--- src/rtl/instr_load_buffer.sv ---
// instr_load_buffer: in-order program store loaded over valid/ready, served to core fetch with 1-cycle latency
module instr_load_buffer #(
  parameter int DEPTH = 64,
  parameter int AW = $clog2(DEPTH),
  parameter logic [31:0] NOP_WORD = 32'h0000_0013
) (
  input  logic          clk,
  input  logic          rst,
  input  logic          ld_valid,
  output logic          ld_ready,
  input  logic [31:0]   ld_data,
  input  logic          ld_last,
  input  logic          reload,
  input  logic          fetch_req,
  input  logic [31:0]   fetch_addr,
  output logic          fetch_valid,
  output logic [31:0]   fetch_instr,
  output logic          fetch_err,
  output logic [AW:0]   prog_len,
  output logic          running
);
  localparam logic [0:0] LOAD = 1'b0;
  localparam logic [0:0] RUN  = 1'b1;
  logic [0:0]  state, state_n;
  logic [AW:0] wptr, wptr_n;
  logic [31:0] mem [DEPTH];
  logic [31:0] rdata;
  logic        err_q, xfer, bad, fire;
  logic [AW-1:0] idx;
  assign xfer = ld_valid && ld_ready && !reload;
  assign fire = fetch_req && !reload;
  assign idx = fetch_addr[AW+1:2];
  assign bad = state != RUN || fetch_addr[1:0] != 2'b00 || |fetch_addr[31:AW+2] || {1'b0, idx} >= wptr;
  always_comb begin
    wptr_n = reload ? '0 : xfer ? wptr + 1'b1 : wptr;
    state_n = reload ? LOAD : (xfer && (ld_last || wptr_n == (AW+1)'(DEPTH))) ? RUN : state;
  end
  // ld_ready is registered from next state so it never depends on ld_valid
  always_ff @(posedge clk) begin
    if (rst) begin
      state <= LOAD;
      wptr <= '0;
      ld_ready <= 1'b0;
      fetch_valid <= 1'b0;
      err_q <= 1'b0;
      rdata <= '0;
    end else begin
      state <= state_n;
      wptr <= wptr_n;
      ld_ready <= state_n == LOAD;
      fetch_valid <= fire;
      if (fire) begin
        err_q <= bad;
        rdata <= mem[idx];
      end
    end
  end
  always_ff @(posedge clk)
    if (xfer && !rst) mem[wptr[AW-1:0]] <= ld_data;
  assign fetch_instr = err_q ? NOP_WORD : rdata;
  assign fetch_err = err_q;
  assign prog_len = wptr;
  assign running = state == RUN;
endmodule
--- config.mk ---
export PLATFORM = sky130hd
export DESIGN_NAME = instr_load_buffer
export DESIGN_NICKNAME = d
export VERILOG_FILES = /design/src/rtl/instr_load_buffer.sv
export SDC_FILE = /design/constraint.sdc
export NUM_CORES = 2
export LEC_CHECK = 0
export BUFFER_PORTS_ARGS = -buffer_cell sky130_fd_sc_hd__buf_4
export CAP_MARGIN = 5
export CORE_MARGIN = 4
export CORE_UTILIZATION = 50
export DETAILED_ROUTE_END_ITERATION = 7
export PLACE_DENSITY = 0.64
export SETUP_SLACK_MARGIN = 0.4
export SLEW_MARGIN = 20
export SYNTH_ARGS = -nofsm -noshare
export SYNTH_HDL_FRONTEND = slang
export SYNTH_SLANG_ARGS = --single-unit
--- constraint.sdc ---
create_clock -name clk -period 5 [get_ports clk]
set_input_delay 0.25 -clock clk [delete_from_list [all_inputs] [get_ports clk]]
set_output_delay 0.25 -clock clk [all_outputs]
set_load 0.01 [all_outputs]
==> impl_metrics.yaml <==
timing:
  worst_slew_pin_slew_ns: 1.14
  holdWs_ns: 0.0150
  hold_viol: 0
  rsz0062_at_grt: "false"
  drv_slew: 0
  period_share: 0.711
  setup_viol: 0
  fmax_mhz: 281
  final.setup_skew_ns: 0.0337
  setup_slack_ns: 1.44
  maxSlewHeadroom: 0.239
  fin_setup_tns_ns: 0
  min_period_ns: 3.56
placement:
  gp_congestion: 0.830
  pre_cts_ws_ns: 1.44
  dp.cells: 5841
  placed_area_um2: 84500
  port_buffers: 112
  dp_hpwl_um: 120000
floorplan:
  coreArea_um2: 159000
  rows: 146
  dieArea_um2: 167000
  initial_core_util: 0.505
  die_w_um: 409
  dieHeight_um: 409
  ios: 113
global_route:
  grt_max_degree: 91
  antenna_found_initial: 12
  grt_usage: 0.254
  grt_overflow: 0
  grt_pass1_wl_um: 302000
  grt_pass1_vias: 39700
route:
  first_pass_iters: 5
  wirelength_um: 212000
  vias_per_cell: 6.33
  vias: 39700
  final_antenna_net_count: 0
  routedWlPerCell_um: 33.8
  drc: 0
  drtIter0Drc: 5234
final_layout:
  layout-drive-gt1-share: 0.272
  instances_no_fill: 6269
  nNetsFinal: 4017
  final_cell_mix: "edfxtp_1, mux4_2, buf_4"
  areaGrowthSynthToFinish_pct: 13.6
  design_area_um2: 91300
  layout_commonest_cell: "edfxtp_1"
  final_util: 0.574
clock_tree:
  worst_skew_pair.late_latency_ns: 0.83
  cts_tree: "built"
  htreeDepth: 4
  cts-root-buf: "clkbuf_16"
  cts_setup_buffers: 0
  cts.clk_slew.worst_paths_ns: 0.06
  clockBufferDepth: 3
  cts.sinks: 2091
  numCtsBuffers: 204
logic_synthesis:
  ys.flop_type: "edfxtp_1"
  synthesis.area_um2: 80400
  synth_nets: 3741
  synthCells: 3664
  syn_avg_cell_area_um2: 21.9
  yosysSeqAreaShare: 0.776
  yosysWarnings: 0
  ys_types: 57
  synth-seq-cells: 2091
  synthArstFlopShare: 0
  synth_edf_count: 2048
setup_path:
  required_ns: 5.71
  cp_data_arrival_time_ns: 4.26
  crit_path_max_fanout: 11
  rrSetupSlack_ns: 1.44
  critPathCaptureType: "register"
  cp-start-kind: "register"
  worst-setup-path-type: "reg -> reg"
run_status:
  status: "finished, final reports clean"
pwr:
  leakagePower_nw: 28.8
  finalPower_mw: 35.8
  powerDensity_nw_per_um2: 392
  peakVddDrop_mv: 0.324
hold_path:
  min_path_type: "in -> reg"
run:
  maxCapViolCount: 0
routing by layer:
layer	vias up	track usage	routed length, um
met2	1958	0.400	102000
met4	2	0.0732	5980
met5	-	0	13
met1	21400	0.368	86000
li1	16100	-	-
met3	301	0.0466	17900
Yosys cell counts, types with 9 or more instances:
library cell	number	area share
o21ai_1	16	0.0010
clkbuf_1	89	0.0042
nor2_1	116	0.0054
buf_4	21	0.0020
mux2i_1	161	0.020
edfxtp_1	2048	0.77
o22ai_1	26	0.0020
a211o_1	10	0.0011
a22oi_1	45	0.0042
nor2b_1	37	0.0029
a211oi_1	18	0.0017
buf_2	45	0.0028
mux2_1	10	0.0014
a31oi_1	19	0.0015
o221ai_1	25	0.0027
o21ai_0	14	0.00087
buf_1	21	0.00098
a221oi_1	21	0.0023
a21oi_1	83	0.0052
o21a_1	16	0.0015
nor3_1	30	0.0019
buf_6	31	0.0043
mux2_2	31	0.0043
o311ai_1	15	0.0016
nand3_1	25	0.0016
dfxtp_1	43	0.011
nand2_1	72	0.0034
mux4_2	477	0.13
or2_2	9	0.00070
state kept, by name (all words and copies together) (netlist names):
name,flops
running,1
ld_ready,1
rdata,32
mem,2048
fetch_valid,1
prog_len,7
fetch_err,1
area by class of cell:
type,count,area (um2)
Clock buffer,289,5710
Tap cell,2146,2690
Fill cell,11600,67800
Antenna cell,7,17.5
Timing Repair Buffer,277,2460
Sequential cell,2091,62400
Inverter,10,37.5
Clock inverter,93,713
Multi-Input combinational cell,1356,17300
report_power, final:
group          internal [mW]  switching [mW]  total (mW)
clock                   8.40            6.39        14.8
combinational          0.638            1.02        1.66
sequential              19.3          0.0479        19.3
timing repair:
| item | in CTS | in global routing |
|---|---|---|
| hold endpoints to repair | 1220 | 0 |
| resized for setup | 0 | 0 |
| hold buffers | 39 | 0 |
critical path, cell delays in order (launching register included):
cell and delay, ns:
dfxtp_1 0.48, and4b_1 0.35, nand3_1 0.66, nor3_1 0.44
o21ai_0 0.18, a21oi_1 0.14, dlygate4sd3_1 0.58, nor2_1 0.04
dlygate4sd3_1 0.56
logic make-up after synthesis:
logic type | synth area share
AO/OA/AOI/OAI | 0.0300
XOR/XNOR | 0.000545
adder cells (fa/ha/maj) | 0.00109
buffers and inverters | 0.0147
flip-flops | 0.776
multiplexers | 0.159
AND/OR/NAND/NOR | 0.0183
worst paths after layout:
check	cells past startpoint	from	to
worst max-delay path	8	prog_len[2]$_SDFF_PP0_	ld_ready$_SDFF_PP0_
worst min-delay path	1	ld_data[26]	mem[30][26]$_DFFE_PP_
worst max register to register	8	prog_len[2]$_SDFF_PP0_	ld_ready$_SDFF_PP0_
worst min register to register	2	rdata[2]$_SDFFE_PP0P_	rdata[2]$_SDFFE_PP0P_
Power figures use the tool's default switching activity.
